File: config.mk
export PLATFORM = sky130hd
export DESIGN_NAME = eth_hdr_capture_ctrl
export DESIGN_NICKNAME = d
export VERILOG_FILES = /design/src/rtl/eth_parser_pkg.sv /design/src/rtl/eth_hdr_shift_reg.sv /design/src/rtl/eth_hdr_capture_ctrl.sv
export SDC_FILE = /design/constraint.sdc
export NUM_CORES = 1
export LEC_CHECK = 0
export CORE_MARGIN = 1.5
export CORE_UTILIZATION = 50
export CTS_CLUSTER_DIAMETER = 50
export DETAILED_ROUTE_END_ITERATION = 6
export PLACE_DENSITY = 0.87
export SLEW_MARGIN = 20
export SYNTH_ARGS = -nofsm -noshare
export SYNTH_HDL_FRONTEND = slang
export SYNTH_SLANG_ARGS = --single-unit
File: constraint.sdc
create_clock -name clk -period 8.62 [get_ports clk]
set_input_delay 1.293 -clock clk [delete_from_list [all_inputs] [get_ports clk]]
set_output_delay 1.293 -clock clk [all_outputs]
set_load 0.02 [all_outputs]
File: src/rtl/eth_parser_pkg.sv
// Shared types and constants for the Ethernet header capture path.
package eth_parser_pkg;

    localparam int unsigned HDR_BYTES     = 18;
    localparam int unsigned MIN_HDR_BYTES = 14;
    localparam int unsigned LEN_W         = 16;

    typedef logic [47:0] mac_addr_t;
    typedef logic [15:0] ethertype_t;

    typedef struct packed {
        mac_addr_t  dst;
        mac_addr_t  src;
        ethertype_t etype;
    } eth_ii_hdr_t;

    typedef enum logic [2:0] {
        ST_IDLE       = 3'd0,
        ST_HDR        = 3'd1,
        ST_ISSUE      = 3'd2,
        ST_WAIT_PARSE = 3'd3,
        ST_PAYLOAD    = 3'd4,
        ST_DRAIN      = 3'd5
    } cap_state_e;

    // Byte counter increment that sticks at all-ones.
    function automatic logic [LEN_W-1:0] sat_inc(input logic [LEN_W-1:0] v);
        return (v == '1) ? v : v + LEN_W'(1);
    endfunction

endpackage

File: src/rtl/eth_hdr_shift_reg.sv
// Header byte-slot capture: byte 0 lands in the top byte, later slots are
// written by index, and a new frame zero-fills everything but byte 0.
module eth_hdr_shift_reg #(
    parameter int unsigned HDR_BYTES = 18
) (
    input  logic                         clk,
    input  logic                         rst_n,
    input  logic                         start,
    input  logic                         wr_en,
    input  logic [$clog2(HDR_BYTES)-1:0] slot,
    input  logic [7:0]                   din,
    output logic [HDR_BYTES*8-1:0]       header_bytes
);
    import eth_parser_pkg::*;

    localparam int unsigned IDX_W = $clog2(HDR_BYTES);

    logic [HDR_BYTES-1:0][7:0] slots_q;
    logic [IDX_W-1:0]          pos;

    // Slot n sits at packed index HDR_BYTES-1-n so byte 0 is the MSB byte.
    assign pos = IDX_W'(HDR_BYTES - 1) - slot;

    always_ff @(posedge clk or negedge rst_n) begin
        if (!rst_n) begin
            slots_q <= '0;
        end else if (start) begin
            slots_q                <= '0;
            slots_q[HDR_BYTES-1]   <= din;
        end else if (wr_en) begin
            slots_q[pos] <= din;
        end
    end

    assign header_bytes = slots_q;

endmodule

File: src/rtl/eth_hdr_capture_ctrl.sv
// Ingress frame controller: captures the header window, hands it to the
// parser, then passes or drains the payload and reports length and errors.
module eth_hdr_capture_ctrl #(
    parameter int unsigned HDR_BYTES     = eth_parser_pkg::HDR_BYTES,
    parameter int unsigned PARSE_TIMEOUT = 4
) (
    input  logic                   clk,
    input  logic                   rst_n,
    input  logic [7:0]             s_data,
    input  logic                   s_valid,
    output logic                   s_ready,
    input  logic                   s_last,
    output logic [HDR_BYTES*8-1:0] header_bytes,
    output logic                   header_valid,
    input  logic                   fields_valid,
    output logic [7:0]             m_data,
    output logic                   m_valid,
    input  logic                   m_ready,
    output logic                   m_last,
    output logic [15:0]            frame_len,
    output logic                   frame_len_valid,
    output logic                   err_runt,
    output logic                   err_timeout,
    output logic                   busy
);
    import eth_parser_pkg::*;

    localparam int unsigned IDX_W = $clog2(HDR_BYTES);
    localparam int unsigned TMO_W = $clog2(PARSE_TIMEOUT + 1);

    cap_state_e       state_q, state_d;
    logic             active_q;
    logic [LEN_W-1:0] count_q, count_d;
    logic             ended_q, ended_d;
    logic [TMO_W-1:0] tmo_q, tmo_d;
    logic             xfer, last_xfer, in_payload;
    logic             runt_d, tmo_err_d;
    logic             cap_start, cap_wr;

    // active_q keeps s_ready low while reset is held and for the release edge.
    always_comb begin
        s_ready = 1'b0;
        if (active_q) begin
            case (state_q)
                ST_IDLE, ST_HDR, ST_DRAIN: s_ready = 1'b1;
                ST_PAYLOAD:                s_ready = m_ready;
                default:                   s_ready = 1'b0;
            endcase
        end
    end

    assign xfer       = s_valid & s_ready;
    assign last_xfer  = xfer & s_last;
    assign in_payload = (state_q == ST_PAYLOAD);
    assign m_valid    = in_payload & s_valid;
    assign m_last     = in_payload & s_last;
    assign m_data     = in_payload ? s_data : 8'h00;

    // Next-state, counters and pulse requests.
    always_comb begin
        state_d   = state_q;
        count_d   = count_q;
        ended_d   = ended_q;
        tmo_d     = '0;
        runt_d    = 1'b0;
        tmo_err_d = 1'b0;
        cap_start = 1'b0;
        cap_wr    = 1'b0;

        if (xfer) begin
            count_d = (state_q == ST_IDLE) ? LEN_W'(1) : sat_inc(count_q);
        end

        case (state_q)
            ST_IDLE: begin
                if (xfer) begin
                    cap_start = 1'b1;
                    ended_d   = 1'b0;
                    if (s_last) runt_d  = 1'b1;
                    else        state_d = ST_HDR;
                end
            end
            ST_HDR: begin
                if (xfer) begin
                    cap_wr = 1'b1;
                    if (s_last && (count_d < LEN_W'(MIN_HDR_BYTES))) begin
                        runt_d  = 1'b1;
                        state_d = ST_IDLE;
                    end else if (s_last || (count_d == LEN_W'(HDR_BYTES))) begin
                        ended_d = s_last;
                        state_d = ST_ISSUE;
                    end
                end
            end
            ST_ISSUE: begin
                // The issue cycle itself counts toward the parse budget.
                tmo_d   = TMO_W'(1);
                state_d = ST_WAIT_PARSE;
            end
            ST_WAIT_PARSE: begin
                tmo_d = tmo_q + TMO_W'(1);
                if (fields_valid) begin
                    state_d = ended_q ? ST_IDLE : ST_PAYLOAD;
                end else if (tmo_q >= TMO_W'(PARSE_TIMEOUT - 1)) begin
                    tmo_err_d = 1'b1;
                    state_d   = ended_q ? ST_IDLE : ST_DRAIN;
                end
            end
            ST_PAYLOAD, ST_DRAIN: begin
                if (last_xfer) state_d = ST_IDLE;
            end
            default: state_d = ST_IDLE;
        endcase
    end

    always_ff @(posedge clk or negedge rst_n) begin
        if (!rst_n) begin
            state_q         <= ST_IDLE;
            active_q        <= 1'b0;
            count_q         <= '0;
            ended_q         <= 1'b0;
            tmo_q           <= '0;
            header_valid    <= 1'b0;
            frame_len       <= '0;
            frame_len_valid <= 1'b0;
            err_runt        <= 1'b0;
            err_timeout     <= 1'b0;
            busy            <= 1'b0;
        end else begin
            state_q         <= state_d;
            active_q        <= 1'b1;
            count_q         <= count_d;
            ended_q         <= ended_d;
            tmo_q           <= tmo_d;
            header_valid    <= (state_d == ST_ISSUE);
            frame_len_valid <= last_xfer;
            err_runt        <= runt_d;
            err_timeout     <= tmo_err_d;
            busy            <= (state_d != ST_IDLE);
            if (last_xfer) frame_len <= count_d;
        end
    end

    eth_hdr_shift_reg #(
        .HDR_BYTES (HDR_BYTES)
    ) u_shift (
        .clk          (clk),
        .rst_n        (rst_n),
        .start        (cap_start),
        .wr_en        (cap_wr),
        .slot         (count_q[IDX_W-1:0]),
        .din          (s_data),
        .header_bytes (header_bytes)
    );

endmodule

### Word-level counts from Yosys, hierarchy flattened

Cells that the tools add are included.
Widths: inputs -> output; s select.

* input bits: 14
* bits in registers: 189
* output and inout port bits: 176
* logic and storage cells: 101

* reduce and logical (&&, ||, !) cells: 10
* add/subtract/negate cells: 3
* $lt $le $gt $ge: 4
* bitwise operators: 4
* multiplexer cells: 39
* equality and inequality tests: 12

Operators with widths (number)
* $mux 144: 2
* $bwmux 144: 1
* $mux 16: 3
* $demux 8 s5: 1
* $mux 3: 10
* $add 16x1->16 const B: 1
* $eq 16x16->1 const B: 1
* $eq 16x5->1 const B: 1
* $lt 16x4->1 const B: 1
* $mux 8: 2
* $mux 1: 15
* $pmux 3 s5: 1
* $eq 3x2->1 const B: 3
* $ne 2x2->1 const B: 4
* $eq 3x3->1 const B: 2
* $lt 5x6->1 const B: 1
* $pmux 1 s2: 3
* $pmux 3 s2: 1
* $ge 5x1->1 const B: 1
* $reduce_and 5->1: 1
* $sub 5x5->5 const A: 1
* $and 1x1->1: 4
* $reduce_bool 2->1: 2
* $add 3x1->3 const B: 1
* other kinds (8): 9

### Depth between registers and ports, before layout

Gate-level depths: netlist of the first run.

* depth in word-level cells: 13
* depth in mapped cells: 11
* gate-level depth less buffers: 9

### Cells and area by module

A second synthesis of the first run with hierarchy kept.

* cells, all modules: 789
* area total of the unflattened synthesis: 9232.6 um2

By module, submodules not included
* eth_hdr_shift_reg: cells an instance 515, times used 1, area an instance 6705.2 um2, sequential area each 3603.5 um2
* eth_hdr_capture_ctrl: cells an instance 274, times used 1, area an instance 2527.4 um2, sequential area each 1126.1 um2

### Least setup slack after synthesis of the first run

No wires, ideal clock.

* path kind: input to register
* from: in m_ready
* to: reg ended_q
* arrival time: 3627 ps
* buffers on the path: 1
* setup time: 126 ps
* setup slack: 4867 ps
* data required time: 8494 ps
* stages: 9
* cell sequence: nor3b_2 -> or2_1 -> buf_2 -> a21oi_1 -> o221a_2 -> or4_4 -> or4_4 -> nor2b_1 -> a311o_1

* word-level cells in the longest chain between the ends: 8
* elaborated cells between the ends (all ways): 13
* classes of those cells: order compare (1); eq/ne (5); mux (3); bitwise (1); reduce/logical (3)

RTL lines
* from (decl): RTL line eth_hdr_capture_ctrl.sv:18 `input logic m_ready,`
* $pmux 1 s2 *: RTL line eth_hdr_capture_ctrl.sv:44 `case (state_q)`
* $mux 1 *: RTL line eth_hdr_capture_ctrl.sv:43 `if (active_q) begin`
* $and 1x1->1 *: RTL line eth_hdr_capture_ctrl.sv:52 `assign xfer = s_valid & s_ready;`
* $mux 16 *: RTL line eth_hdr_capture_ctrl.sv:70 `if (xfer) begin`
* via count_d[13]: RTL line eth_hdr_capture_ctrl.sv:33 `logic [LEN_W-1:0] count_q, count_d;`
* $lt 16x4->1 / $eq 16x5->1 (equally long branches): RTL line eth_hdr_capture_ctrl.sv:86, eth_hdr_capture_ctrl.sv:89
* $logic_and 1x1->1 / $logic_or 1x1->1 (equally long branches): RTL line eth_hdr_capture_ctrl.sv:86, eth_hdr_capture_ctrl.sv:89
* $ne 2x2->1 (no source line)
* $reduce_and 5->1 (no source line) *
* to (signal assigned): RTL line eth_hdr_capture_ctrl.sv:133 `ended_q <= ended_d;`
* to (decl): RTL line eth_hdr_capture_ctrl.sv:34 `logic ended_q, ended_d;`

Mark *: on every way through the listed nets, which the timed path passes. The rest lies on a longest branch.
A chain may end at the register's enable or synchronous reset.

### Final worst setup path of the first run

* from: in s_data[6]
* to: out m_data[6]

* word-level cells in the longest chain between the ends: 1

RTL lines
* from (decl): RTL line eth_hdr_capture_ctrl.sv:9 `input logic [7:0] s_data,`
* $mux 8: RTL line eth_hdr_capture_ctrl.sv:57 `assign m_data = in_payload ? s_data : 8'h00;`
* to (decl): RTL line eth_hdr_capture_ctrl.sv:16 `output logic [7:0] m_data,`

Every way passes these cells.

==> results of run 1 <==
==> metal layers <==
layer  track usage (%)  part of all wire [%]  vias up
li1                  -                     -     2922
met1              31.8                    41     3201
met2              41.3                    49      230
met3              8.37                   8.2       29
met4              8.09                   2.1        0
met5                 0                     0        -
==> power groups by stage <==
stage          Clock (mW)  Combinational, mW  Sequential (mW)
2_1_floorplan           0              0.356             1.22
5_1_grt             0.835              0.872             1.13
3_5_place_dp            0              0.804             1.13
4_1_cts             0.802              0.812             1.11
3_3_place_gp            0              0.791             1.12
6_report            0.786              0.809             1.11
==> metrics by stage <==
stage	instances	hold slack [ns]	worst slack (ns)	util, %	area, µm²
finish	1154	0.482	4.08	67.1	11100
detailed placement	1122	0.471	3.95	63.5	10500
global route	1154	0.508	4.03	67.1	11100
global placement	1122	0.463	3.99	63.5	10500
floorplan	754	0.452	4.87	-	8490
CTS	1154	0.487	4.08	67.1	11100
==> worst register-to-register path, stage by stage (launching register included) <==
cell and delay [ns]:
dfrtp_1 0.51, ha_1 0.42, nand3_2 0.24, nor4_4 0.74, or4_1 0.24, a21oi_2 0.08
or4_4 0.55, or4_4 0.56, nor2b_1 0.16, a311o_1 0.26
==> cell families after synthesis <==
logic type,Yosys count
compound gates,52
xor+xnor,14
fa+ha+maj,8
buf+inv,55
flops,189
mux,152
other cells,1
simple gates,283
==> sequential cells by signal, indices dropped and copies added, names as in the netlist, 3 cells and up <==
register / flops
tmo_q: 3
count_q: 16
state_q: 3
u_shift.header_bytes: 144
frame_len: 16
==> cells in the final DEF (no fill, tap or decap), types with 9 or more instances in the layout <==
master,instances
a21oi_1,9
and2_1,9
clkbuf_16,17
clkdlybuf4s50_1,188
dfrtp_1,189
inv_1,9
mux2_2,15
mux2i_1,136
nand2_1,29
nand4_1,9
nor2_1,164
nor2_2,12
o21ai_0,9
o31ai_1,11
==> final cells by class <==
cell class                      instances  area share (%)
Clock inverter                         15            1.55
Clock buffer                           17            3.82
Sequential cell                       189            42.5
Timing Repair Buffer                  194            17.4
Multi-Input combinational cell        510            31.9
Tap cell                              220            2.47
Inverter                                9           0.304
==> worst min-delay path by stage <==
stage                                          from                   endpoint  slack (ns)
after CTS                 frame_len[13]$_DFFE_PN0P_  frame_len[13]$_DFFE_PN0P_        0.49
after detailed placement  frame_len[13]$_DFFE_PN0P_  frame_len[13]$_DFFE_PN0P_        0.47
final                     frame_len[13]$_DFFE_PN0P_  frame_len[13]$_DFFE_PN0P_        0.48
after global routing      frame_len[15]$_DFFE_PN0P_  frame_len[15]$_DFFE_PN0P_        0.51
after global placement    frame_len[13]$_DFFE_PN0P_  frame_len[13]$_DFFE_PN0P_        0.46
after floorplan                  tmo_q[0]$_DFF_PN0_         tmo_q[0]$_DFF_PN0_        0.45
==> results.yml, run 1 <==
place:
  portBuffers: 189
  hpwlAfterDp_um: 14300
  gp_congestion: 0.819
cells_and_area:
  drive_gt1_share_pct: 8.99
  final_net_count: 943
  syn2layout_area_growth_pct: 31.0
  diodes: 0
  regArea_um2: 4730
  multi_input_area_um2: 3550
  fill_cells: 1252
worst_setup_path:
  cp_cell_sequence: "clkdlybuf4s50_1 -> and2_1 -> clkdlybuf4s50_1"
  endpoint_kind: "primary output"
  critPathMaxStageDelay_ns: 1.12
  slowest_stage: "clkdlybuf4s50_1"
  crit_path_start_kind: "primary input"
  crit_path_start: "s_data[6]"
  reg2reg_depth: 9
  arrival_ns: 3.24
  required_ns: 7.33
  r2r-end: "ended_q$_DFFE_PN0P_"
  cpLargestDelayFamily: "buffers and inverters"
  crit_buf_inv: 2
  worstSetupEndpoint: "m_data[6]"
  crit-reg2reg-launch: "count_q[0]$_DFF_PN0_"
  worstSetupPathDepth: 3
  worst_path_most_repeated_cell: "clkdlybuf4s50_1"
  r2r_slack_ns: 4.76
  path_max_fanout: 19
  crit_type: "in -> out"
cts:
  root_buffer: "clkbuf_16"
  cts_hold_buf: 0
  cts_setup_buffers: 0
  cts.sinks: 189
  cts_inserted_buffers: 17
  cts_resized: 0
  clkSlewWorstSetupHoldPaths_ns: 0.07
  insertion_delay_ns: 0.44
  clockBufferDepth: 2
  cts_tree: "done"
  h-tree-depth: 4
logic_synthesis:
  synth_top_area_share_pct: 55.7
  async_flop_share_pct: 100
  yosysMostFrequentCell: "dfrtp_1"
  ys_ff_latch: 189
  avgSynthCellArea_um2: 11.3
  synth_seq_area_share_pct: 55.7
  ys_top_cells_by_count: "dfrtp_1, nor2_1, mux2i_1"
  synth_mux_area_share_pct: 18.2
  synth_top_family_by_area: "multiplexers"
  synth-edff-count: 0
  synth_nets: 776
  synth-xor-area-share_pct: 1.44
  synth_simple_gate_area_share_pct: 16.6
  synthAdderAreaFrac_pct: 1.18
  synth_area_leader_cell: "dfrtp_1"
  yosysWarnings: 0
  synthTopCellsByArea: "dfrtp_1, mux2i_1, nor2_1, mux2_2, clkbuf_1"
  ys_types: 63
  syn_area_um2: 8490
  synth_ff_type: "dfrtp_1"
  synth_cells: 754
  synth_compound_area_share_pct: 4.30
drt:
  drc: 0
  drt-initial-drc-count: 407
  routedWlPerCell_um: 18.9
  detail-route-antenna-nets: 0
  wl_um: 21900
  drtPass1Iterations: 5
  via_count: 6382
  viasPerCell: 5.53
die:
  ios: 190
  fp.dieH_um: 133
  dieArea_um2: 17800
  die_x_um: 133
  rows: 47
  core_um2: 16600
  initial_utilization_pct: 51.2
global_route:
  grt_usage_pct: 25.2
  grt_overflow_total: 0
  grt_pass1_vias: 6330
  antenna_found_initial: 0
  grt_max_degree: 117
  grt_pass1_wl_um: 34700
power:
  fin_total_pwr_mw: 2.71
  intPower_mw: 1.76
  seqPwrFrac_pct: 41.1
  leakage_nw: 4.87
  power_frac_comb_pct: 29.9
  sw_frac_of_total_pct: 35.2
  ir_drop_mv: 0.156
  clock_power_share_pct: 29.0
  power_density_nw_per_um2: 243
  netSwitchingPower_uw: 952
timing:
  finalHoldViolCount: 0
  fmax_mhz: 220
  setup_violations: 0
  finalClockSkew_ns: 0.0172
  finalCritPeriodShare_pct: 52.6
  post-route-min-period_ns: 4.54
  slew_viol_final: 0
  tns_ns: 0
  slew_headroom_pct: 31.6
  rsz0062_at_grt: "false"
  tightest_slew_ns: 1.03
flow_run:
  drv_cap: 0
status:
  status: "complete, no violations"
min_path:
  hold_depth: 2
  min_path_type: "reg -> reg"
(Power assumes the default switching activity.)
==> run 2: changes to the inputs <==
==> constraint.sdc (replaced) <==
create_clock -name clk -period 4.6 [get_ports clk]
set_input_delay 0.69 -clock clk [delete_from_list [all_inputs] [get_ports clk]]
set_output_delay 0.69 -clock clk [all_outputs]
set_load 0.02 [all_outputs]
==> results.yml, run 2 (synthesized netlist as in run 1, its figures left out) <==
cts:
  clkSlewWorstSetupHoldPaths_ns: 0.07
  cts_tree: "done"
  clockBufferDepth: 2
  cts_resized: 0
  insertion_delay_ns: 0.43
  h-tree-depth: 4
  cts_setup_buffers: 0
  root_buffer: "clkbuf_16"
  cts_inserted_buffers: 17
  cts_hold_buf: 0
  cts.sinks: 189
worst_setup_path:
  endpoint_kind: "flop"
  cpLargestDelayFamily: "simple AND/OR/NAND/NOR gates"
  r2r_slack_ns: 0.68
  path_max_fanout: 16
  crit-reg2reg-launch: "count_q[0]$_DFF_PN0_"
  crit_buf_inv: 0
  crit_path_start: "count_q[0]$_DFF_PN0_"
  worst_path_most_repeated_cell: "or4_4"
  required_ns: 4.91
  cp_cell_sequence: "ha_1 -> nand3_2 -> nor4_4 -> or4_1 -> a21oi_2 -> or4_4 -> or4_4 -> nor2b_1 -> a311o_1"
  worstSetupPathDepth: 9
  slowest_stage: "nor4_4"
  reg2reg_depth: 9
  r2r-end: "ended_q$_DFFE_PN0P_"
  arrival_ns: 4.23
  crit_type: "reg -> reg"
  critPathMaxStageDelay_ns: 0.74
  worstSetupEndpoint: "ended_q$_DFFE_PN0P_"
  crit_path_start_kind: "flop"
die:
  ios: 190
  rows: 47
  fp.dieH_um: 133
  die_x_um: 133
  dieArea_um2: 17800
  initial_utilization_pct: 51.2
  core_um2: 16600
place:
  gp_congestion: 0.904
  portBuffers: 189
  hpwlAfterDp_um: 14600
timing:
  fmax_mhz: 255
  slew_viol_final: 0
  post-route-min-period_ns: 3.92
  finalCritPeriodShare_pct: 85.2
  setup_violations: 0
  slew_headroom_pct: 37.7
  tns_ns: 0
  rsz0062_at_grt: "false"
  tightest_slew_ns: 0.935
  finalClockSkew_ns: 0.00833
  finalHoldViolCount: 0
global_route:
  grt_pass1_wl_um: 35500
  antenna_found_initial: 0
  grt_overflow_total: 0
  grt_max_degree: 111
  grt_usage_pct: 25.7
  grt_pass1_vias: 6450
cells_and_area:
  drive_gt1_share_pct: 10.2
  fill_cells: 1209
  multi_input_area_um2: 3550
  final_util_pct: 67.9
  diodes: 0
  syn2layout_area_growth_pct: 32.7
  final_cell_mix: "dfrtp_1, clkdlybuf4s50_1, nor2_1"
  final_net_count: 956
  regArea_um2: 4730
  final_common_cell: "dfrtp_1"
  largest_register_ff_count: 144
drt:
  viasPerCell: 5.52
  drtPass1Iterations: 5
  detail-route-antenna-nets: 0
  via_count: 6443
  routedWlPerCell_um: 19.1
  wl_um: 22300
  drt-initial-drc-count: 409
  drc: 0
flow_run:
  drv_cap: 0
power:
  power_density_nw_per_um2: 460
  leakage_nw: 4.96
  ir_drop_mv: 0.338
min_path:
  min_path_type: "in -> async"
status:
  status: "complete, no violations"
[run 2: cell count changes in the layout (fill, tap and decap cells not counted)]
cell | before | now
buf_12 | 0 | 1
buf_4 | 5 | 17
bufinv_16 | 1 | 3
clkbuf_8 | 1 | 3
clkinv_2 | 0 | 1
clkinv_4 | 3 | 2
clkinv_8 | 2 | 0
clkinvlp_4 | 2 | 1
inv_8 | 3 | 2
[run 2: report_power, final]
part	leakage (nW)	switching, mW	internal, mW
Combinational	2.06	0.890	0.638
Sequential	2.60	0.198	1.89
Clock	0.309	0.671	0.901
[run 2: worst min path at each step]
stage                     slack [ns]                 startpoint                         to  cells past startpoint
after floorplan                 0.39                      rst_n         active_q$_DFF_PN0_                      0
after global placement          0.46  frame_len[14]$_DFFE_PN0P_  frame_len[14]$_DFFE_PN0P_                      2
after detailed placement        0.47  frame_len[13]$_DFFE_PN0P_  frame_len[13]$_DFFE_PN0P_                      2
after CTS                       0.41                      rst_n  frame_len[11]$_DFFE_PN0P_                      1
after global routing            0.44                      rst_n      count_q[10]$_DFF_PN0_                      1
final                           0.37                      rst_n  frame_len[11]$_DFFE_PN0P_                      1
[run 2: through the flow]
| stage | hold WS, ns | total power, mW | cells | setup WS, ns | cell area [µm²] |
|---|---|---|---|---|---|
| 2_1_floorplan | 0.394 | 2.95 | 754 | 1.45 | 8490 |
| 6_report | 0.374 | 5.19 | 1167 | 0.679 | 11300 |
| 5_1_grt | 0.436 | 5.41 | 1167 | 0.544 | 11300 |
| 4_1_cts | 0.408 | 5.21 | 1167 | 0.712 | 11300 |
| 3_5_place_dp | 0.472 | 3.63 | 1135 | 0.586 | 10600 |
| 3_3_place_gp | 0.462 | 3.60 | 1135 | 0.716 | 10600 |
[run 2: layout make-up]
class / count / share of cell area (%)
sequential: 189 / 42.0
multi-input combinational: 510 / 31.5
timing repair buffer: 207 / 18.1
clock buffer: 19 / 4.02
tap: 220 / 2.44
clock inverter: 13 / 1.58
inverter: 9 / 0.300
[run 2: worst reg2reg max path: stages, from the launching register on]
cell     delay (ns)
dfrtp_1        0.51
ha_1           0.43
nand3_2        0.25
nor4_4         0.74
or4_1          0.25
a21oi_2        0.08
or4_4          0.56
or4_4          0.57
nor2b_1        0.16
a311o_1        0.26
[run 2: layer usage]
layer	track usage, %	part of all wire [%]	up-vias
li1	-	-	2954
met1	33.0	42	3224
met2	41.3	48	229
met3	8.52	7.7	36
met4	8.33	2.2	0
met5	0	0	-
==> run 3: changes to the inputs <==
--- a/config.mk
+++ b/config.mk
@@ -9,7 +9,9 @@
 export CORE_UTILIZATION = 50
 export CTS_CLUSTER_DIAMETER = 50
 export DETAILED_ROUTE_END_ITERATION = 6
+export MAX_ROUTING_LAYER = met4
 export PLACE_DENSITY = 0.87
+export SKIP_CTS_REPAIR_TIMING = 1
 export SLEW_MARGIN = 20
 export SYNTH_ARGS = -nofsm -noshare
 export SYNTH_HDL_FRONTEND = slang
==> results.yml, run 3 (synthesized netlist as in run 1, its figures left out) <==
status:
  status: "complete, no violations"
die:
  die_x_um: 133
  fp.dieH_um: 133
  initial_utilization_pct: 51.2
  ios: 190
  rows: 47
  dieArea_um2: 17800
  core_um2: 16600
drt:
  detail-route-antenna-nets: 0
  drt-met1-wl_um: 9450
  wl_met3_um: 1440
  drtPass1Iterations: 5
  met2_wirelength_um: 11000
  drc: 0
  routedWlPerCell_um: 19.2
  drt-initial-drc-count: 533
  viasPerCell: 5.50
  wl_um: 22400
  via_count: 6417
  top_layer_used: "met4"
timing:
  rsz0062_at_grt: "false"
  fin_hold_ws_ns: 0.379
  post-route-min-period_ns: 3.89
  slew_viol_final: 0
  finalClockSkew_ns: 0.0125
  fmax_mhz: 257
  finalCritPeriodShare_pct: 84.6
  tns_ns: 0
  tightest_slew_ns: 1.07
  setup_violations: 0
  finalHoldViolCount: 0
  fin_ws_ns: 0.709
  slew_headroom_pct: 28.9
global_route:
  grt_max_degree: 116
  grt_overflow_total: 0
  grt_usage_pct: 26.6
  grt_pass1_wl_um: 35700
  grt_pass1_vias: 6470
  antenna_found_initial: 0
cts:
  root_buffer: "clkbuf_16"
  cts.sinks: 189
  clkSlewWorstSetupHoldPaths_ns: 0.07
  clockBufferDepth: 2
  h-tree-depth: 4
  insertion_delay_ns: 0.43
  cts_inserted_buffers: 17
  cts_tree: "done"
place:
  hpwlAfterDp_um: 14700
  dp_cells: 1135
  postPlaceCellArea_um2: 10600
  portBuffers: 189
  pre_cts_slack_ns: 0.621
  gp_congestion: 0.900
cells_and_area:
  final_area_um2: 11200
  final_cells: 1167
  syn2layout_area_growth_pct: 32.3
  drive_gt1_share_pct: 10.2
  diodes: 0
  final_cell_mix: "dfrtp_1, clkdlybuf4s50_1, nor2_1"
  final_common_cell: "dfrtp_1"
  final_net_count: 956
  largest_register_ff_count: 144
  final_util_pct: 67.7
power:
  leakage_nw: 4.95
  fin_total_pwr_mw: 5.12
  ir_drop_mv: 0.329
  power_density_nw_per_um2: 455
worst_setup_path:
  crit_path_start: "count_q[0]$_DFF_PN0_"
  r2r_slack_ns: 0.71
  endpoint_kind: "flop"
  arrival_ns: 4.19
  crit_path_start_kind: "flop"
  path_max_fanout: 16
  reg2reg_depth: 9
  required_ns: 4.90
  worstSetupEndpoint: "ended_q$_DFFE_PN0P_"
  crit_type: "reg -> reg"
  crit-reg2reg-launch: "count_q[0]$_DFF_PN0_"
  r2r-end: "ended_q$_DFFE_PN0P_"
min_path:
  min_path_type: "in -> async"
flow_run:
  drv_cap: 0
run 3: cell types whose count changed in the layout (fill, tap and decap cells not counted), sizes merged:
cell | before | now
inv | 15 | 12
clkinv | 3 | 5
bufinv | 3 | 2
clkbuf | 20 | 21
clkinvlp | 1 | 2
run 3: cell type report:
cell class / count / area [µm²]
clock buffers: 20 / 467
repair buffers: 207 / 2040
inverters: 9 / 33.8
well taps: 220 / 275
flip-flops and latches: 189 / 4730
multi-input cells: 510 / 3550
clock inverters: 12 / 133
fillers: 1256 / 5350
run 3: critical path: stages (launching register included):
cell and delay (ns):
dfrtp_1 0.50, ha_1 0.42, nand3_2 0.25, nor4_4 0.76
or4_1 0.25, a21oi_2 0.08, or4_4 0.54, or4_4 0.56
nor2b_1 0.15, a311o_1 0.26
run 3: worst min path at each step:
stage / from / slack [ns] / end
floorplan: rst_n / 0.39 / active_q$_DFF_PN0_
global placement: frame_len[13]$_DFFE_PN0P_ / 0.46 / frame_len[13]$_DFFE_PN0P_
detailed placement: frame_len[15]$_DFFE_PN0P_ / 0.47 / frame_len[15]$_DFFE_PN0P_
CTS: rst_n / 0.42 / frame_len[13]$_DFFE_PN0P_
global route: rst_n / 0.45 / frame_len[13]$_DFFE_PN0P_
finish: rst_n / 0.38 / frame_len[13]$_DFFE_PN0P_
run 3: where the power goes:
group | internal (mW) | switching (mW)
Clock | 0.849 | 0.644
Combinational | 0.638 | 0.898
Sequential | 1.89 | 0.198
run 3: routing by layer:
metal	vias to the layer above	global-route usage [%]
li1	2940	-
met1	3243	33.5
met2	196	41.5
met3	38	6.89
met4	0	10.4
met5	-	-
